**src/rtl/nested_loop_counter.sv**
```systemverilog
// NUM_LOOPS-deep nested loop counter with programmable per-level trip counts.
// Level 0 is innermost; carries ripple outward; optional auto-restart.
`timescale 1ns/1ps
module nested_loop_counter #(
    parameter int NUM_LOOPS = 4,
    parameter int OUTW      = 16
) (
    input  logic                      clk,
    input  logic                      reset,
    input  logic                      clr,
    input  logic                      start,
    input  logic                      incr,
    input  logic                      cont,
    input  logic [NUM_LOOPS*OUTW-1:0] bounds,
    output logic [NUM_LOOPS*OUTW-1:0] count,
    output logic [NUM_LOOPS-1:0]      wrap,
    output logic                      last,
    output logic                      busy,
    output logic                      done
);

    localparam logic [1:0] S_IDLE = 2'd0;
    localparam logic [1:0] S_RUN  = 2'd1;
    localparam logic [1:0] S_DONE = 2'd2;
    localparam logic [OUTW-1:0] ONE = OUTW'(1);

    logic [1:0]                state_q, state_d;
    logic [NUM_LOOPS*OUTW-1:0] bounds_q, bounds_d;
    logic [NUM_LOOPS*OUTW-1:0] count_q, count_d;
    logic                      cont_q, cont_d;
    logic                      busy_q, busy_d;
    logic                      done_q, done_d;

    logic [NUM_LOOPS-1:0] at_max;
    logic [NUM_LOOPS:0]   carry;
    logic                 accept;
    logic [OUTW-1:0]      lvl_bound;
    logic [OUTW-1:0]      lvl_max;

    // A latched bound of zero behaves as one: the level sits at maximum forever.
    always_comb begin
        lvl_bound = '0;
        lvl_max   = '0;
        at_max    = '0;
        for (int i = 0; i < NUM_LOOPS; i++) begin
            lvl_bound = bounds_q[i*OUTW +: OUTW];
            lvl_max   = (lvl_bound == '0) ? '0 : lvl_bound - ONE;
            at_max[i] = (count_q[i*OUTW +: OUTW] == lvl_max);
        end
    end

    assign accept = (state_q == S_RUN) & incr & ~clr & ~reset;

    always_comb begin
        carry    = '0;
        carry[0] = 1'b1;
        for (int i = 0; i < NUM_LOOPS; i++) begin
            carry[i+1] = carry[i] & at_max[i];
        end
    end

    always_comb begin
        wrap = '0;
        for (int i = 0; i < NUM_LOOPS; i++) begin
            wrap[i] = accept & carry[i] & at_max[i];
        end
    end

    assign last = (state_q == S_RUN) & (&at_max);

    always_comb begin
        state_d  = state_q;
        bounds_d = bounds_q;
        cont_d   = cont_q;
        count_d  = count_q;
        busy_d   = busy_q;
        done_d   = 1'b0;
        if (clr) begin
            state_d = S_IDLE;
            count_d = '0;
            busy_d  = 1'b0;
        end else begin
            case (state_q)
                S_IDLE: begin
                    if (start) begin
                        bounds_d = bounds;
                        cont_d   = cont;
                        count_d  = '0;
                        state_d  = S_RUN;
                        busy_d   = 1'b1;
                    end
                end
                S_RUN: begin
                    if (accept) begin
                        for (int i = 0; i < NUM_LOOPS; i++) begin
                            if (carry[i]) begin
                                count_d[i*OUTW +: OUTW] = at_max[i] ? '0
                                    : count_q[i*OUTW +: OUTW] + ONE;
                            end
                        end
                        // Terminal step: every level rolls over together.
                        if (&at_max) begin
                            done_d = 1'b1;
                            if (!cont_q) begin
                                state_d = S_DONE;
                                busy_d  = 1'b0;
                            end
                        end
                    end
                end
                S_DONE: begin
                    state_d = S_IDLE;
                    busy_d  = 1'b0;
                end
                default: begin
                    state_d = S_IDLE;
                    busy_d  = 1'b0;
                end
            endcase
        end
    end

    always_ff @(posedge clk) begin
        if (reset) begin
            state_q  <= S_IDLE;
            bounds_q <= '0;
            cont_q   <= 1'b0;
            count_q  <= '0;
            busy_q   <= 1'b0;
            done_q   <= 1'b0;
        end else begin
            state_q  <= state_d;
            bounds_q <= bounds_d;
            cont_q   <= cont_d;
            count_q  <= count_d;
            busy_q   <= busy_d;
            done_q   <= done_d;
        end
    end

    assign count = count_q;
    assign busy  = busy_q;
    assign done  = done_q;

endmodule

```
**config.mk**
```make
export PLATFORM = sky130hd
export DESIGN_NAME = nested_loop_counter
export DESIGN_NICKNAME = d
export VERILOG_FILES = /design/src/rtl/nested_loop_counter.sv
export SDC_FILE = /design/constraint.sdc
export NUM_CORES = 1
export LEC_CHECK = 0
export BUFFER_PORTS_ARGS = -buffer_cell sky130_fd_sc_hd__buf_4
export CORE_ASPECT_RATIO = 2
export CORE_MARGIN = 1.5
export CORE_UTILIZATION = 45
export DETAILED_ROUTE_END_ITERATION = 8
export GPL_TIMING_DRIVEN = 0
export PLACE_DENSITY = 0.66
export SLEW_MARGIN = 20
export SYNTH_ARGS = -nofsm -noshare
export SYNTH_HDL_FRONTEND = slang
export SYNTH_SLANG_ARGS = --single-unit
```
**constraint.sdc**
```tcl
create_clock -name clk -period 4.83 [get_ports clk]
set_input_delay 0.483 -clock clk [delete_from_list [all_inputs] [get_ports clk]]
set_output_delay 0.483 -clock clk [all_outputs]
set_load 0.01 [all_outputs]
```
==> results.sh, run 1 <==
export IMPL_status="completed"
export IMPL_die_area_um2=19800
export IMPL_core_um2=18700
export IMPL_ys_seq_area_frac=0.310
export IMPL_skew_ns=0.00695
export IMPL_antenna_found_initial=0
export IMPL_final_nets=1374
export IMPL_synth_avg_cell_area_um2=7.50
export IMPL_clock_sinks=132
export IMPL_hpwl_um=22700
export IMPL_multi_input_area_um2=5480
export IMPL_synth_top_area_cell="dfxtp_1"
export IMPL_r2r_end="count[12]"
export IMPL_first_pass_iters=5
export IMPL_drv_cap=0
export IMPL_vias=9105
export IMPL_setup_tns_ns=0
export IMPL_final_setup_viol_count=0
export IMPL_globalplace_congestion=0.978
export IMPL_setup_worst_path_end="last"
export IMPL_io_pins=141
export IMPL_tritoncts_num_buffers=17
export IMPL_grt_max_degree=17
export IMPL_cts_clk_slew_worst_paths_ns=0.06
export IMPL_p_leak_uw=0.00403
export IMPL_overflow=0
export IMPL_synth_edf_count=0
export IMPL_synth_cells=1137
export IMPL_port_buffers=140
export IMPL_crit_path_start="bounds_q[32]"
export IMPL_hp_class="in -> reg"
export IMPL_worst_slack_ns=0.317
export IMPL_drt_vias_per_instance=5.96
export IMPL_r2r_slack_ns=0.54
export IMPL_mostFrequentLayoutCells="nand2_1 (187), buf_4 (141), dfxtp_1 (132), a21oi_1 (127), nor2_1 (63)"
export IMPL_critical_path_class="reg -> out"
export IMPL_grt_pass1_wl_um=44800
export IMPL_place_area_um2=9850
export IMPL_syn_to_final_growth_pct=23.6
export IMPL_ys_top_cells_by_area="dfxtp_1 (31%), nand2_1 (8.2%), a21oi_1 (7.5%)"
export IMPL_clock_path_buffers=2
export IMPL_pre_cts_ws_ns=0.363
export IMPL_cts_tree="built"
export IMPL_period_share=0.934
export IMPL_ant_nets=0
export IMPL_synth_main_ff_cell="dfxtp_1"
export IMPL_routed_wl_um=28600
export IMPL_synth_top_family_by_area="simple AND/OR/NAND/NOR gates"
export IMPL_ys_types=84
export IMPL_gr_usage_all_layers=0.293
export IMPL_p_per_area_nw_per_um2=317
export IMPL_hold_slack_ns=0.304
export IMPL_place_inst=1496
export IMPL_slew_violations=0
export IMPL_tightest_slew_ns=0.903
export IMPL_synth_seq_cells=132
export IMPL_fmax_mhz=222
export IMPL_synthAdderAreaFrac=0.0117
export IMPL_ys_async_sr_fraction=0
export IMPL_initial_core_util=0.457
export IMPL_fp_row_count=71
export IMPL_worstPathArrival_ns=4.03
export IMPL_drive_gt1_frac=0.173
export IMPL_syn_num_nets=1215
export IMPL_synth_xor_area_frac=0.0678
export IMPL_die_width_um=100
export IMPL_drc=0
export IMPL_synth_top_area_frac=0.310
export IMPL_max_vdd_ir_drop_mv=0.227
export IMPL_r2r_start="bounds_q[0]"
export IMPL_grt_pass1_vias=8844
export IMPL_yosys_area_share_simple=0.329
export IMPL_ys_warn_count=0
export IMPL_rr_worst_depth=14
export IMPL_worstSetupEndpointType="output port"
export IMPL_fillers=1851
export IMPL_worstPathRequired_ns=4.35
export IMPL_final_area_um2=10500
export IMPL_dr_first_iter_drc_count=445
export IMPL_insertion_delay_ns=0.43
export IMPL_max_slew_margin=0.393
export IMPL_cp_start_kind="register"
export IMPL_synth_compound_area_frac=0.215
export IMPL_grt_setup_unrepaired="false"
export IMPL_num_antenna_cells=0
export IMPL_path_max_fanout=8
export IMPL_cts_max_level=4
export IMPL_root_buffer="clkbuf_16"
export IMPL_syn_area_um2=8520
export IMPL_stdcell_count=1528
export IMPL_synth_mux_area_frac=0.0167
export IMPL_fin_crit_ns=4.51
export IMPL_routedWlPerCell_um=18.7
export IMPL_seq_area_um2=2640
export IMPL_final_common_cell="nand2_1"
export IMPL_die_y_um=198
export IMPL_hold_violations=0
-- logic make-up after synthesis --
family,after synthesis
buffers and inverters,102
AOI/OAI and AO/OA,290
muxes,14
and+or+nand+nor,525
xor gates and xnor gates,66
adders and majority gates,8
DFF,132
-- final cells by class --
type | count | share of cell area
sequential | 132 | 0.251
clock buffer | 20 | 0.0443
inverter | 36 | 0.0128
buffer | 66 | 0.0270
timing repair buffer | 140 | 0.0998
clock inverter | 12 | 0.0190
multi-input combinational | 903 | 0.520
tap | 219 | 0.0260
-- sequential cells by signal, indices dropped and copies added (netlist names) --
name,cells
state_q,2
bounds_q,64
done,1
count,64
cont_q,1
-- what timing repair did --
action,in CTS,in global routing
pin swaps,0,1
hold buffers,0,0
resized for setup,1,5
setup buffers,0,0
setup endpoints to repair,2,3
-- cell usage after synthesis (all sizes together) (9+ instances only) --
library cell,number
o21ai,51
a2bb2oi,9
or2,9
a21oi,127
nand2,188
xor2,29
o31ai,21
nand3b,14
nor3,27
clkbuf,52
xnor2,37
dfxtp,132
buf,14
and3,30
nand3,38
or3,21
a31oi,10
nor4,27
nand2b,9
nand4,32
inv,36
or4,29
nor2,64
mux2i,12
-- report_power, final --
part	total, uW	switching, uW	internal [uW]
logic	726	424	302
registers	1150	36.2	1120
clock network	1460	506	957
total	3340	966	2380
-- layer usage --
metal / up-vias / track usage / share of wire
met1: 4249 / 0.283 / 0.35
met4: 0 / 0.191 / 0.064
met5: - / 0 / 0
met3: 99 / 0.0467 / 0.041
li1: 4486 / - / -
met2: 271 / 0.557 / 0.54
-- worst max-delay path, cell delays in order (launching register included) --
cell	delay, ns
dfxtp_1	0.35
inv_1	0.08
ha_1	0.22
or4b_1	0.45
clkbuf_1	0.25
nor3_2	0.30
mux2i_1	0.25
xnor2_1	0.09
a2111oi_2	0.42
nand4_1	0.21
nor4_2	0.35
inv_1	0.19
nor4_1	0.25
buf_4	0.19
-- how the worst min path moves through the flow --
stage / start / endpoint / slack (ns) / depth (start not counted)
finish: bounds[60] / bounds_q[60] / 0.30 / 3
global route: bounds[31] / bounds_q[31] / 0.30 / 3
CTS: bounds[58] / bounds_q[58] / 0.30 / 3
detailed placement: bounds_q[59] / bounds_q[59] / 0.47 / 2
global placement: bounds_q[59] / bounds_q[59] / 0.46 / 2
floorplan: cont_q / state_q[1] / 0.42 / 1
-- through the flow --
step,util,power [uW]
after CTS,0.564,3350
after global placement,0.528,1880
final,0.565,3340
after global routing,0.565,3480
after detailed placement,0.528,1890
after floorplan,-,1680
Note: power is estimated with default switching activity, not from simulation.
==> inputs of run 2 (changes only) <==
--- a/config.mk
+++ b/config.mk
@@ -5,13 +5,14 @@
 export SDC_FILE = /design/constraint.sdc
 export NUM_CORES = 1
 export LEC_CHECK = 0
+export ABC_AREA = 1
 export BUFFER_PORTS_ARGS = -buffer_cell sky130_fd_sc_hd__buf_4
 export CORE_ASPECT_RATIO = 2
 export CORE_MARGIN = 1.5
 export CORE_UTILIZATION = 45
 export DETAILED_ROUTE_END_ITERATION = 8
 export GPL_TIMING_DRIVEN = 0
-export PLACE_DENSITY = 0.66
+export PLACE_DENSITY = 0.65
 export SLEW_MARGIN = 20
 export SYNTH_ARGS = -nofsm -noshare
 export SYNTH_HDL_FRONTEND = slang
==> run 2 against run 1 <==
- clock power is essentially flat
- largest power group unchanged
- routed wire length grew 31%
- sequential share of layout area shrank 2.1 points
- fmax grew 6.0%
- critical path type unchanged
==> results.sh, run 2 <==
export IMPL_status="completed"
export IMPL_synth_cells=1616
export IMPL_cts_max_level=4
export IMPL_tightest_slew_ns=0.825
export IMPL_ctsHoldBuffers=0
export IMPL_pwr_share_comb=0.272
export IMPL_synth_main_ff_cell="dfxtp_1"
export IMPL_grt_pass1_vias=10840
export IMPL_clock_sinks=132
export IMPL_p_per_area_nw_per_um2=313
export IMPL_ant_nets=0
export IMPL_initial_core_util=0.455
export IMPL_cts_resized=0
export IMPL_drc=0
export IMPL_hpwl_um=30800
export IMPL_synth_seq_cells=132
export IMPL_ys_top_cells_by_area="dfxtp_1 (28%), nand2_1 (17%), nor2_1 (8.5%)"
export IMPL_grt_setup_unrepaired="false"
export IMPL_stdcell_count=2056
export IMPL_place_inst=2025
export IMPL_die_y_um=208
export IMPL_crit_chain="inv_1 -> ha_1 -> nand3_1 -> nor2_2 -> xor2_1 -> nand3_1 -> nand2_1 -> nand2_1 -> nor2_1 -> nand3_1 -> nor2_1 -> nand2_1 -> nor4_1 -> buf_4"
export IMPL_mostFrequentLayoutCells="nand2_1 (432), nor2_1 (216), inv_1 (189), nand3_1 (159), buf_4 (142)"
export IMPL_final_common_cell="nand2_1"
export IMPL_p_leak_uw=0.00522
export IMPL_worstPathRequired_ns=4.35
export IMPL_critPathTopFamily="simple AND/OR/NAND/NOR gates"
export IMPL_slew_violations=0
export IMPL_worstSetupEndpointType="output port"
export IMPL_final_setup_viol_count=0
export IMPL_synth_top_area_cell="dfxtp_1"
export IMPL_period_share=0.881
export IMPL_die_width_um=106
export IMPL_core_um2=20800
export IMPL_syn_to_final_growth_pct=21.4
export IMPL_slowest_stage="nor2_2"
export IMPL_syn_num_nets=1694
export IMPL_fmax_mhz=235
export IMPL_drv_cap=0
export IMPL_vias=11072
export IMPL_cts_clk_slew_worst_paths_ns=0.06
export IMPL_insertion_delay_ns=0.45
export IMPL_drt_vias_per_instance=5.39
export IMPL_cpPeakStageDelay_ns=0.42
export IMPL_hold_slack_ns=0.265
export IMPL_final_area_um2=11500
export IMPL_total_power_uw=3600
export IMPL_die_area_um2=22000
export IMPL_synth_edf_count=0
export IMPL_grt_max_degree=17
export IMPL_synth_top_area_frac=0.279
export IMPL_num_antenna_cells=0
export IMPL_p_sw_uw=1220
export IMPL_internal_power_uw=2390
export IMPL_root_buffer="clkbuf_16"
export IMPL_hold_violations=0
export IMPL_skew_ns=0.0106
export IMPL_clock_path_buffers=2
export IMPL_ys_seq_area_frac=0.279
export IMPL_gr_usage_all_layers=0.342
export IMPL_setup_tns_ns=0
export IMPL_cp_start_kind="register"
export IMPL_fp_row_count=75
export IMPL_syn_area_um2=9480
export IMPL_critical_path_class="reg -> out"
export IMPL_globalplace_congestion=1.02
export IMPL_place_area_um2=10900
export IMPL_postCtsSetupBuffers=0
export IMPL_synth_common_cells="nand2_1 (432), nor2_1 (216), inv_1 (189)"
export IMPL_synth_most_common_cell="nand2_1"
export IMPL_grt_pass1_wl_um=56000
export IMPL_sw_frac_of_total=0.337
export IMPL_hp_class="in -> reg"
export IMPL_synth_avg_cell_area_um2=5.87
export IMPL_clockPowerShare=0.400
export IMPL_path_max_fanout=6
export IMPL_worstPathArrival_ns=3.77
export IMPL_tritoncts_num_buffers=17
export IMPL_ys_async_sr_fraction=0
export IMPL_cp_num_buf_inv=2
export IMPL_fin_crit_ns=4.26
export IMPL_io_pins=141
export IMPL_ys_warn_count=0
export IMPL_ys_types=38
export IMPL_first_pass_iters=5
export IMPL_routed_wl_um=37600
export IMPL_max_slew_margin=0.444
export IMPL_cts_tree="built"
export IMPL_routedWlPerCell_um=18.3
export IMPL_drive_gt1_frac=0.126
export IMPL_pwr_share_seq=0.328
export IMPL_antenna_found_initial=0
export IMPL_final_nets=1853
export IMPL_overflow=0
export IMPL_port_buffers=140
export IMPL_max_vdd_ir_drop_mv=0.233
export IMPL_dr_first_iter_drc_count=622
export IMPL_r2r_slack_ns=1.34
[run 2: routing by layer]
layer / routed length [um] / vias to the layer above / global-route usage / share of wire
met2: 20400 / 411 / 0.658 / 0.54
li1: - / 5566 / - / -
met3: 1640 / 158 / 0.0664 / 0.043
met1: 11900 / 4937 / 0.281 / 0.32
met4: 3640 / 0 / 0.308 / 0.097
met5: 0 / - / 0 / 0
[run 2: through the flow]
stage                     worst slack [ns]   util
after floorplan                       2.07      -
final                                0.573  0.553
after global placement                1.05  0.522
after global routing                 0.482  0.553
after detailed placement              1.13  0.522
after CTS                            0.642  0.553
[run 2: worst min-delay path: stages]
cell and delay, ns:
buf_4 0.08, nor2_1 0.03, nor2_1 0.08
[run 2: worst paths after layout]
check                     from           end  cells past startpoint
hold reg to reg   bounds_q[17]  bounds_q[17]                      2
hold / removal      bounds[44]  bounds_q[44]                      3
setup reg to reg   bounds_q[0]      count[9]                     16
setup / recovery   bounds_q[0]          last                     14
[run 2: cell type report]
type	count	area, um2
Fill cell	2270	9320
Multi-Input combinational cell	1235	5840
Sequential cell	132	2640
Timing Repair Buffer	140	1050
Inverter	196	736
Clock buffer	22	464
Tap cell	269	337
Buffer	53	265
Clock inverter	9	176
[run 2: power by group through the flow]
stage	Combinational, uW	Sequential (uW)	Clock (uW)
after global routing	1080	1190	1500
after CTS	965	1180	1450
final	978	1180	1440
after global placement	954	1200	0
after detailed placement	961	1200	0
after floorplan	666	1190	0
[run 2: cell families (layout without fill, tap and decap cells)]
group                      after synthesis  after routing  share of synthesized area
DFF                                    132            132                      0.279
and+or+nand+nor                        948            948                      0.435
xor gates and xnor gates                46             46                     0.0433
adders and majority gates                8              8                     0.0106
buffers and inverters                  249            420                      0.106
AOI/OAI and AO/OA                      233            233                      0.127
